**src/rtl/cpu_step_controller.sv**
```systemverilog
// Clock-enable sequencer for the single-cycle CPU: debounced single-step, divided free-run, step counter.
// Optional feature macro: BREAKPOINT_EN (halts free-run when PC matches BreakAddr while BreakArm is set).
module cpu_step_controller #(
  parameter int unsigned DB_CYCLES = 500000,
  parameter int unsigned RUN_DIV   = 50000000,
  parameter int unsigned CNT_W     = 16
) (
  input  logic             clk,
  input  logic             reset,
  input  logic             PushButton,
  input  logic             RunMode,
  input  logic [31:0]      PC,
  input  logic [31:0]      BreakAddr,
  input  logic             BreakArm,
  output logic             stepEn,
  output logic             running,
  output logic             halted,
  output logic             btnDb,
  output logic [CNT_W-1:0] stepCount
);

  localparam int unsigned DB_W  = (DB_CYCLES > 1) ? $clog2(DB_CYCLES) : 1;
  localparam int unsigned DIV_W = (RUN_DIV > 1) ? $clog2(RUN_DIV) : 1;

  typedef enum logic [2:0] {
    IDLE,
    STEP,
    WAIT_REL,
    RUN,
    HALTED
  } stateT;

  stateT            state;
  logic             btnMeta;
  logic             btnS;
  logic             runMeta;
  logic             runS;
  logic [DB_W-1:0]  dbCnt;
  logic             btnDbQ;
  logic             btnRise;
  logic [DIV_W-1:0] divCnt;
  logic             divTc;

  assign divTc = (divCnt == DIV_W'(RUN_DIV - 1));

`ifndef BREAKPOINT_EN
  logic unusedBreakInputs;
  assign unusedBreakInputs = ^{PC, BreakAddr, BreakArm};
  assign halted            = 1'b0;
`endif

  // Two-flop synchronizers for the raw board inputs
  always_ff @(posedge clk) begin
    if (!reset) begin
      btnMeta <= 1'b0;
      btnS    <= 1'b0;
      runMeta <= 1'b0;
      runS    <= 1'b0;
    end else begin
      btnMeta <= PushButton;
      btnS    <= btnMeta;
      runMeta <= RunMode;
      runS    <= runMeta;
    end
  end

  // Debounce: the level only follows btnS after DB_CYCLES consecutive disagreeing clocks
  always_ff @(posedge clk) begin
    if (!reset) begin
      dbCnt   <= '0;
      btnDb   <= 1'b0;
      btnDbQ  <= 1'b0;
      btnRise <= 1'b0;
    end else begin
      btnDbQ  <= btnDb;
      btnRise <= btnDb & ~btnDbQ;
      if (btnS == btnDb) begin
        dbCnt <= '0;
      end else if (dbCnt == DB_W'(DB_CYCLES - 1)) begin
        btnDb <= btnS;
        dbCnt <= '0;
      end else begin
        dbCnt <= dbCnt + DB_W'(1);
      end
    end
  end

  // Step/run sequencer; stepCount advances on the same edge that raises stepEn
  always_ff @(posedge clk) begin
    if (!reset) begin
      state     <= IDLE;
      stepEn    <= 1'b0;
      running   <= 1'b0;
      divCnt    <= '0;
      stepCount <= '0;
`ifdef BREAKPOINT_EN
      halted    <= 1'b0;
`endif
    end else begin
      stepEn <= 1'b0;
      case (state)
        IDLE: begin
          if (runS) begin
            state   <= RUN;
            running <= 1'b1;
            divCnt  <= '0;
          end else if (btnRise) begin
            state     <= STEP;
            stepEn    <= 1'b1;
            stepCount <= stepCount + CNT_W'(1);
          end
        end
        STEP: begin
          state <= WAIT_REL;
        end
        WAIT_REL: begin
          if (runS) begin
            state   <= RUN;
            running <= 1'b1;
            divCnt  <= '0;
          end else if (!btnDb) begin
            state <= IDLE;
          end
        end
        RUN: begin
          if (!runS) begin
            state   <= IDLE;
            running <= 1'b0;
            divCnt  <= '0;
          end else if (divTc) begin
            divCnt <= '0;
`ifdef BREAKPOINT_EN
            if (BreakArm && (PC == BreakAddr)) begin
              state   <= HALTED;
              running <= 1'b0;
              halted  <= 1'b1;
            end else
`endif
            begin
              stepEn    <= 1'b1;
              stepCount <= stepCount + CNT_W'(1);
            end
          end else begin
            divCnt <= divCnt + DIV_W'(1);
          end
        end
`ifdef BREAKPOINT_EN
        HALTED: begin
          if (!runS) begin
            state  <= IDLE;
            halted <= 1'b0;
          end
        end
`endif
        default: begin
          state <= IDLE;
        end
      endcase
    end
  end

endmodule

```
**config.mk**
```make
export PLATFORM = sky130hd
export DESIGN_NAME = cpu_step_controller
export DESIGN_NICKNAME = d
export VERILOG_FILES = /design/src/rtl/cpu_step_controller.sv
export SDC_FILE = /design/constraint.sdc
export NUM_CORES = 1
export LEC_CHECK = 0
export ABC_AREA = 1
export CORE_ASPECT_RATIO = 1.75
export CORE_MARGIN = 4
export CORE_UTILIZATION = 35
export CTS_CLUSTER_DIAMETER = 50
export DETAILED_ROUTE_END_ITERATION = 7
export PLACE_DENSITY = 0.56
export SETUP_SLACK_MARGIN = 0.05
export SLEW_MARGIN = 20
export SYNTH_ARGS = -nofsm -noshare
export SYNTH_HDL_FRONTEND = slang
export SYNTH_SLANG_ARGS = --single-unit
```
**constraint.sdc**
```tcl
create_clock -name clk -period 1.9 [get_ports clk]
set_input_delay 0.57 -clock clk [delete_from_list [all_inputs] [get_ports clk]]
set_output_delay 0.57 -clock clk [all_outputs]
set_load 0.02 [all_outputs]
```
==> impl_metrics.csv, run 1 <==
group,metric,value,unit
outcome,status,"completed",
worst_setup_path,worstSetupStartpoint,"stepCount[7]$_SDFFE_PN0P_",
global_routing,gr-total-overflow,0,
timing,fmax,585,MHz
pwr,p_seq_share,41.0,%
routing,via_per_inst,4.96,
logic_synthesis,muxShareOfSynthArea,0,%
logic_synthesis,avgSynthCellArea,7.10,µm²
clock_tree,cts_hold_buf,0,
placed_design,hpwl,6750,µm
pwr,p_int,0.00281,W
logic_synthesis,synth.distinct_cells,40,
logic_synthesis,synth_top_family_by_area,"simple AND/OR/NAND/NOR gates",
timing,clock-skew-final,0.00592,ns
final_layout,nets,648,
timing,slew_violations,0,
logic_synthesis,synth_commonest_cells,"116 x nand2_1, 75 x nor2_1, 72 x dfxtp_1",
pwr,p_leak,1.80,nW
pwr,comb_power_share,15.0,%
worst_setup_path,max_stage_delay,0.44,ns
final_layout,nFillCells,1076,
global_routing,grt_pass1_vias,3431,
logic_synthesis,ys_seq_area_share,38.7,%
logic_synthesis,syn_area,3720,µm²
timing,fin_tns_setup,0,ns
logic_synthesis,synth_area_leaders,"dfxtp_1 39%, nand2_1 12%, nor2_1 7.6%, inv_1 5.0%, nand4_1 4.9%",
final_layout,drive_gt1_share,13.2,%
placed_design,pre_cts_slack,0.0154,ns
worst_setup_path,r2r_cells,9,
worst_setup_path,end_kind,"output pin",
worst_setup_path,start_kind,"register",
worst_hold_path,hp-class,"register to register",
clock_tree,htree_levels,3,
logic_synthesis,synth-seq-cells,72,
placed_design,place.gp.congestion,0.827,
logic_synthesis,synth_simple_gate_area_share,38.5,%
final_layout,syn_to_final_growth,22.2,%
clock_tree,cts-root-buf,"clkbuf_16",
floorplanning,io_pins,89,
routing,routedWlPerCell,12.7,µm
floorplanning,start_util,35.9,%
logic_synthesis,yosysTopAreaCell,"dfxtp_1",
floorplanning,dieWidth,86.0,µm
worst_setup_path,crit_end,"stepCount[7]",
worst_setup_path,path_delay_family,"flip-flops",
clock_tree,clk_pin_slew_worst_paths,0.05,ns
timing,period_share,90.0,%
pwr,ir_drop,0.550,mV
worst_setup_path,crit_type,"register to output pin",
worst_setup_path,worst-path-buf-inv,1,
logic_synthesis,synth_adder_area_share,2.35,%
timing,worst_slack,0.189,ns
logic_synthesis,synth-xor-area-share,5.18,%
floorplanning,die_h,144,µm
logic_synthesis,synth_compound_area_share,7.87,%
timing,min_period,1.71,ns
pwr,p_clk_share,44.0,%
logic_synthesis,yosys_warnings,0,
routing,dr.pass1.iters,4,
global_routing,grt_max_degree,23,
floorplanning,die-area,12400,µm²
global_routing,grt_usage,15.5,%
clock_tree,clock-sinks,72,
worst_setup_path,crit_path_max_fanout,5,
final_layout,antenna_cells,0,
logic_synthesis,async_reset_ff_share,0,%
routing,vias,3491,
worst_setup_path,r2r_start,"dbCnt[1]$_SDFF_PP0_",
logic_synthesis,syn-num-nets,600,
timing,setup_viol,0,
pwr,switching_share,27.2,%
pwr,power.density,848,nW/µm²
timing,rsz0062_at_grt,"no",
clock_tree,clk_latency,0.34,ns
logic_synthesis,synth_ff_type,"dfxtp_1",
flow_run,max_cap_violations,0,
clock_tree,cts-root-to-sink-buffers,2,
logic_synthesis,synth.top_cell.area_share,38.7,%
global_routing,antenna_found_initial,0,
routing,wl,8930,µm
worst_setup_path,worstPathRequired,1.33,ns
floorplanning,coreArea,10400,µm²
worst_setup_path,worst-endpoint-arrival,1.14,ns
worst_setup_path,crit_cells,1,
worst_setup_path,crit_chain,"dlygate4sd2_1",
routing,drt-initial-drc-count,178,
logic_synthesis,synth_edf_count,0,
clock_tree,cts_buffers,9,
worst_hold_path,hold_path_depth,1,
floorplanning,rows,49,
worst_setup_path,slowest_stage,"dfxtp_1",
global_routing,grt_pass1_wl,15300,µm
routing,ant_nets,0,
logic_synthesis,synth_cells,524,
pwr,p_sw,0.00105,W
routing,route.detailed.drc,0,
logic_synthesis,post-synth-top-count-cell,"nand2_1",
clock_tree,cts_tree,"yes",
worst_setup_path,r2r_slack,0.21,ns
timing,hold_viol,0,
worst_setup_path,r2r-end,"dbCnt[16]$_SDFF_PP0_",
placed_design,port-buffer-count,22,
## placed cells by master, fill, tap and decap left out, drive strengths merged, types with 2 or more instances in the layout
| master | count |
|---|---|
| nand2 | 125 |
| dfxtp | 72 |
| a21oi | 34 |
| xnor2 | 7 |
| nand4 | 30 |
| nor4 | 4 |
| and3 | 2 |
| buf | 24 |
| nor2 | 82 |
| ha | 7 |
| dlygate4sd2 | 17 |
| xor2 | 15 |
| nor3 | 19 |
| dlymetal6s2s | 2 |
| nor3b | 5 |
| or2 | 4 |
| clkdlybuf4s50 | 3 |
| nand3 | 34 |
| o21ai | 10 |
| clkinv | 3 |
| a31oi | 3 |
| inv | 53 |
| clkbuf | 13 |
## power by group through the flow
stage	Sequential (W)	Combinational [W]	Clock (W)
after floorplan	0.00162	0.000399	0
after global placement	0.00161	0.000570	0
after detailed placement	0.00161	0.000579	0
after CTS	0.00158	0.000578	0.00175
after global routing	0.00159	0.000641	0.00182
final	0.00158	0.000577	0.00170
## cells by family after synthesis
kind of cell / after synthesis
other: 1
AND/OR/NAND/NOR: 305
buffers and inverters: 64
AO/OA/AOI/OAI: 53
adder cells (fa/ha/maj): 7
flip-flops: 72
XOR/XNOR: 22
## layout make-up
| type | count | area [µm²] | area share, % |
|---|---|---|---|
| flip-flops and latches | 72 | 1450 | 31.8 |
| well taps | 127 | 159 | 3.49 |
| inverters | 54 | 203 | 4.46 |
| clock buffers | 13 | 260 | 5.72 |
| multi-input cells | 389 | 2040 | 44.9 |
| repair buffers | 46 | 397 | 8.72 |
| clock inverters | 3 | 40.0 | 0.880 |
## registers in the layout (all words and copies together), names as in the netlist, 2 cells and up
signal	cells
dbCnt	19
divCnt	26
state	2
stepCount	16
## worst min path at each step
stage	slack, ns	endpoint	startpoint
finish	0.39	btnRise$_SDFF_PN0_	btnDbQ$_SDFF_PN0_
global route	0.42	btnRise$_SDFF_PN0_	btnDbQ$_SDFF_PN0_
CTS	0.39	btnRise$_SDFF_PN0_	btnDbQ$_SDFF_PN0_
detailed placement	0.37	btnRise$_SDFF_PN0_	btnDbQ$_SDFF_PN0_
global placement	0.37	btnRise$_SDFF_PN0_	btnDbQ$_SDFF_PN0_
floorplan	0.37	btnRise$_SDFF_PN0_	btnDbQ$_SDFF_PN0_
## per-layer routing
metal  wire length [µm]  global-route usage (%)  vias to the layer above
met5                  0                       0                        -
met4                308                    8.92                        0
met3                309                    3.31                       18
met2               4920                    29.4                       56
met1               3390                    15.1                     1603
li1                   -                       -                     1814
## metrics by stage
step	cell area [µm²]	power (W)	hold slack (ns)	util, %	cells
after floorplan	3720	0.00201	0.368	-	524
after global placement	4220	0.00218	0.374	40.7	686
after detailed placement	4220	0.00219	0.372	40.7	686
after CTS	4500	0.00391	0.393	43.4	702
after global routing	4550	0.00405	0.420	43.9	704
final	4550	0.00386	0.391	43.9	704
## repair_timing
| item | CTS | global route |
|---|---|---|
| setup endpoints to repair | 17 | 46 |
| buffers inserted | 0 | 1 |
| cloned | 0 | 1 |
| pin swaps | 0 | 4 |
| gates resized for setup | 17 | 13 |
Power figures use the tool's default switching activity.
==> run 2, diff against run 1 <==
CORE_MARGIN = not set   (was 4)
clock period = 1.7 ns   (was 1.9 ns; I/O delays follow)
==> run 2 against run 1 <==
Via count rose by 5.4%. Wire length rose by 7.1%. First-iteration DRC count fell by 27%. Worst setup slack got worse by 0.095 ns. Worst hold slack got worse by 0.00093 ns. Utilization rose by 5.1 points. Critical path type unchanged. Global-route usage rose by 2.3 points. Die area fell by 11%. Combinational power rose by 46%. Total power rose by 16%. Cell area rose by 11%.
==> impl_metrics.csv, run 2 (synthesis gave the netlist of run 1 again) <==
group,metric,value,unit
final_layout,mostFrequentLayoutCells,"112 x nand2_1, 69 x nor2_1, 63 x dfxtp_1",
worst_setup_path,r2r_start,"dbCnt[1]$_SDFF_PP0_",
clock_tree,clk_pin_slew_worst_paths,0.06,ns
final_layout,antenna_cells,0,
worst_hold_path,hold_path_depth,1,
floorplanning,die-area,11100,µm²
final_layout,largest_reg_flops,26,
floorplanning,coreArea,10300,µm²
timing,slew_violations,0,
global_routing,antenna_found_initial,0,
worst_setup_path,r2r_slack,0.14,ns
placed_design,port-buffer-count,22,
worst_setup_path,max_stage_delay,0.40,ns
worst_hold_path,hp-class,"register to register",
final_layout,multi_input_area,2150,µm²
floorplanning,dieWidth,80.0,µm
pwr,ir_drop,0.613,mV
timing,rsz0062_at_grt,"yes",
final_layout,layout_commonest_cell,"nand2_1",
timing,min_period,1.61,ns
timing,clock-skew-final,0.00486,ns
final_layout,syn_to_final_growth,35.7,%
floorplanning,io_pins,89,
routing,routedWlPerCell,12.8,µm
timing,setup_viol,0,
outcome,status,"completed",
clock_tree,cts_buffers,9,
worst_setup_path,worstSetupStartpoint,"stepCount[4]$_SDFFE_PN0P_",
worst_setup_path,worst-endpoint-arrival,1.10,ns
routing,drt-initial-drc-count,130,
global_routing,gr-total-overflow,0,
clock_tree,htree_levels,3,
floorplanning,rows,49,
worst_setup_path,worstPathRequired,1.19,ns
floorplanning,start_util,36.1,%
flow_run,max_cap_violations,0,
final_layout,nets,692,
placed_design,place.gp.congestion,0.847,
routing,route.detailed.drc,0,
global_routing,grt_usage,17.8,%
final_layout,regArea,1460,µm²
timing,hold_viol,0,
global_routing,grt_pass1_wl,15400,µm
final_layout,drive_gt1_share,23.0,%
pwr,p_leak,2.02,nW
worst_setup_path,end_kind,"output pin",
worst_setup_path,crit_chain,"dlygate4sd2_1",
routing,dr.pass1.iters,4,
worst_hold_path,whs_endpoint,"btnRise$_SDFF_PN0_",
placed_design,hpwl,6880,µm
floorplanning,die_h,138,µm
final_layout,nFillCells,1056,
placed_design,placed_area,4460,µm²
timing,fin_tns_setup,0,ns
worst_setup_path,r2r_cells,11,
final_layout,reg.largest.list,"divCnt x26, dbCnt x19, stepCount x16",
worst_setup_path,path_delay_family,"flip-flops",
worst_setup_path,worst-path-buf-inv,1,
pwr,power.density,886,nW/µm²
routing,wl,9560,µm
final_layout,fin_area,5050,µm²
routing,via_per_inst,4.92,
timing,period_share,94.4,%
worst_setup_path,slowest_stage,"dfxtp_1",
clock_tree,cts-root-buf,"clkbuf_16",
clock_tree,clock-sinks,72,
final_layout,final_cells,748,
timing,fmax,623,MHz
clock_tree,cts_tree,"yes",
routing,vias,3679,
routing,ant_nets,0,
final_layout,regMostFlops,"divCnt",
worst_setup_path,start_kind,"register",
global_routing,grt_pass1_vias,3505,
clock_tree,cts-root-to-sink-buffers,2,
global_routing,grt_max_degree,23,
worst_hold_path,hold_start,"btnDbQ$_SDFF_PN0_",
worst_setup_path,crit_type,"register to output pin",
worst_setup_path,crit_path_max_fanout,5,
clock_tree,clk_latency,0.34,ns
placed_design,dp.cells,717,
worst_setup_path,r2r-end,"dbCnt[16]$_SDFF_PP0_",
[run 2: final cells by class]
| class | count | area share, % |
|---|---|---|
| clock buffer | 10 | 4.53 |
| clock inverter | 6 | 1.19 |
| tap | 127 | 3.15 |
| multi-input combinational | 389 | 42.5 |
| inverter | 54 | 4.01 |
| sequential | 72 | 28.8 |
| timing repair buffer | 90 | 15.8 |
[run 2: report_power, final]
group	total, W	internal (W)	switching (W)
registers	0.00178	0.00174	0.0000403
logic	0.000844	0.000350	0.000494
clock network	0.00186	0.00113	0.000729
[run 2: worst max path at each step]
stage                              end  slack, ns  cells past startpoint
3_3_place_gp       dbCnt[2]$_SDFF_PP0_      -0.16                      4
2_1_floorplan      dbCnt[7]$_SDFF_PP0_       0.14                      7
5_1_grt           dbCnt[16]$_SDFF_PP0_       0.01                     10
3_5_place_dp       dbCnt[2]$_SDFF_PP0_      -0.18                      4
4_1_cts        divCnt[19]$_SDFFE_PN0P_       0.05                     11
6_report                  stepCount[4]       0.09                      1
[run 2: repair_timing]
action | in CTS | in global routing
cloned | 1 | 3
resized for setup | 23 | 42
hold buffers | 0 | 0
endpoints found under the hold margin | 0 | 0
endpoints found under the setup margin | 52 | 61
setup buffers | 2 | 9
pin swaps | 1 | 14
[run 2: layer usage]
| layer | vias to the layer above | share of wire (%) | global-route usage (%) |
|---|---|---|---|
| met5 | - | 0 | 0 |
| met4 | 0 | 2.1 | 8.08 |
| met3 | 15 | 2.7 | 3.83 |
| met2 | 58 | 57 | 34.0 |
| met1 | 1700 | 38 | 17.6 |
| li1 | 1906 | - | - |
[run 2: stage by stage]
step                      util [%]  total power, W  setup WS [ns]  hold WS [ns]
after floorplan                  -         0.00225          0.137         0.368
after global placement        43.3         0.00249         -0.164         0.376
after detailed placement      43.3         0.00249         -0.177         0.380
after CTS                     46.4         0.00438         0.0523         0.398
after global routing          49.1         0.00467         0.0112         0.419
final                         49.1         0.00448         0.0948         0.390
==> RTL edit, RTL diff (config.mk and constraints of run 1) <==
Add an input register stage for `PushButton` and `RunMode`, cleared by the reset; this delays them by one clock. The other inputs are not delayed to match.
--- a/src/rtl/cpu_step_controller.sv
+++ b/src/rtl/cpu_step_controller.sv
@@ -30,6 +30,19 @@
     HALTED
   } stateT;
 
+  logic PushButton_q;
+  logic RunMode_q;
+
+  always_ff @(posedge clk) begin
+    if (!reset) begin
+      PushButton_q <= '0;
+      RunMode_q    <= '0;
+    end else begin
+      PushButton_q <= PushButton;
+      RunMode_q    <= RunMode;
+    end
+  end
+
   stateT            state;
   logic             btnMeta;
   logic             btnS;
@@ -57,9 +70,9 @@
       runMeta <= 1'b0;
       runS    <= 1'b0;
     end else begin
-      btnMeta <= PushButton;
+      btnMeta <= PushButton_q;
       btnS    <= btnMeta;
-      runMeta <= RunMode;
+      runMeta <= RunMode_q;
       runS    <= runMeta;
     end
   end
Check against the original RTL: not equivalent (Yosys sat finds a counterexample within 4 cycles, from zero or initial values and one cycle with reset low).
==> RTL edit against run 1 <==
Worst setup slack lost 0.013 ns; register-to-register slack about the same; worst hold slack got worse by 0.0074 ns; synthesized cell count is 6.9% higher; area after synthesis is 4.4% higher; clock skew is 0.00086 ns lower; sequential cell count increased by 2; total power shrank 4.2%; routed wire length about the same; maximum frequency is 0.78% lower; combinational power shrank 22%; cell area increased by 2.9%; critical endpoint is now stepCount[8]; largest power group unchanged; highest routed layer unchanged.
==> RTL edit: results (changes against run 1) <==
stage,metric,value,unit,change
global_route,grt_pass1_wl,14.9,mm,was 15.3 mm
worst_setup_path,cpPeakStageDelay,0.45,ns,
final_layout,finalNetCount,679,,was 648
route,met1_length,3.60,mm,was 3.39 mm
worst_setup_path,cp_slowest_cell,dfxtp_1,,unchanged
route,drtIter0Drc,148,,was 178
place,hpwl,6.76,mm,was 6.75 mm
pwr,peakVddDrop,0.502,mV,was 0.550 mV
final_layout,antenna_cells,0,,unchanged
route,dr_wl_met2,4.92,mm,about the same
clocking,clockRootBuffer,clkbuf_16,,unchanged
clocking,cts.repair.resized,18,,was 17
synthesis,synth_commonest_cells,"nand2_1 (134), nor2_1 (83), dfxtp_1 (74), inv_1 (65), nand4_1 (33)",,"was nand2_1 (116), nor2_1 (75), dfxtp_1 (72), inv_1 (50), a21oi_1 (34)"
place,placement.io_buffers,22,,unchanged
pwr,clock_net_power,1.64,mW,was 1.70 mW
clocking,htreeDepth,3,,unchanged
global_route,grt_max_degree,22,,was 23
synthesis,ys_seq_area_share,38.1,%,was 38.7%
synthesis,synth_top_cell_area_share,38.1,%,was 38.7%
clocking,path_clk_slew,0.06,ns,
synthesis,yosys.cell_types.count,39,,was 40
worst_setup_path,reg2regPathDepth,10,,was 9
clocking,ctsLongestPathBuffers,2,,unchanged
place,gp_congestion,0.832,,was 0.827
worst_hold_path,min_to,btnRise,,unchanged
synthesis,async_reset_ff_share,0,%,unchanged
global_route,grt.overflow.total,0,,unchanged
global_route,grt_pass1_vias,3399,,was 3431
route,top_layer,met4,,unchanged
final_layout,top_regs,"divCnt (26), dbCnt (19), stepCount (16)",,unchanged
pwr,switching_share,25.7,%,was 27.2%
clocking,postCtsSetupRepairBufs,0,,unchanged
route,routed-wl-met3,218,um,was 309 um
synthesis,yosys_warnings,0,,unchanged
timing,fin_skew,0.00506,ns,was 0.00592 ns
route,vias_per_cell,4.89,,was 4.96
pwr,pwr-share-comb,12.2,%,was 15.0%
worst_setup_path,r2r_end,divCnt[17],,was dbCnt[16]
worst_setup_path,worstPathArrival,1.15,ns,
route,wl,8.92,mm,was 8.93 mm
final_layout,drive_above_1_share,11.7,%,was 13.2%
global_route,antenna_found_initial,0,,unchanged
clocking,clock_latency,0.33,ns,
worst_setup_path,r2r-start,divCnt[3],,was dbCnt[1]
synthesis,synth_nets,636,,was 600
outcome,outcome,completed,,unchanged
worst_setup_path,r2r_slack,0.21,ns,about the same
worst_hold_path,whs_path_depth,1,,unchanged
worst_hold_path,hold_class,flop to flop,,unchanged
worst_setup_path,cp_max_fo,6,,was 5
route,drtPass1Iterations,4,,unchanged
pwr,p_leak,1.94,nW,was 1.80 nW
synthesis,synthTopCellsByArea,"dfxtp_1 (38%), nand2_1 (13%), nor2_1 (8.0%)",,"was dfxtp_1 (39%), nand2_1 (12%), nor2_1 (7.6%)"
global_route,grt_util_all_layers,14.6,%,was 15.5%
[RTL edit: cells by family after synthesis]
group / share of synthesized area [%]
buf+inv: 9.20
xor+xnor: 4.28
compound gates: 5.76
fa+ha+maj: 2.25
simple gates: 40.3
other cells: 0.0965
flops: 38.1
[RTL edit: worst max-delay path by stage]
stage	endpoint	slack (ns)	depth (start not counted)	startpoint
2_1_floorplan	stepCount[10]	0.23	8	stepCount[1]
3_3_place_gp	divCnt[4]	0.05	5	reset
3_5_place_dp	divCnt[4]	0.03	5	reset
4_1_cts	stepEn	0.05	1	stepEn
5_1_grt	divCnt[22]	0.05	10	divCnt[3]
6_report	stepCount[8]	0.18	1	stepCount[8]
[RTL edit: area by class of cell]
type,count,area (um^2)
well taps,130,163
clock inverters,2,10.0
inverters,68,258
clock buffers,13,280
flip-flops and latches,74,1480
multi-input cells,405,2100
repair buffers,45,385
fillers,1136,6080
[RTL edit: per-stage QoR]
stage | area (um^2) | power [mW] | hold slack, ns | std cells | setup WS, ns
6_report | 4680 | 3.70 | 0.383 | 737 | 0.176
5_1_grt | 4680 | 3.88 | 0.409 | 737 | 0.0483
4_1_cts | 4620 | 3.75 | 0.387 | 737 | 0.0529
3_5_place_dp | 4360 | 2.09 | 0.379 | 722 | 0.0312
3_3_place_gp | 4360 | 2.09 | 0.373 | 722 | 0.0510
2_1_floorplan | 3890 | 1.97 | 0.368 | 560 | 0.233
[RTL edit: per-layer routing]
metal  vias to the layer above  GRT usage [%]
li1                       1901              -
met2                        37           27.7
met1                      1650           14.4
met4                         0           6.68
met5                         -              0
met3                        15           3.07
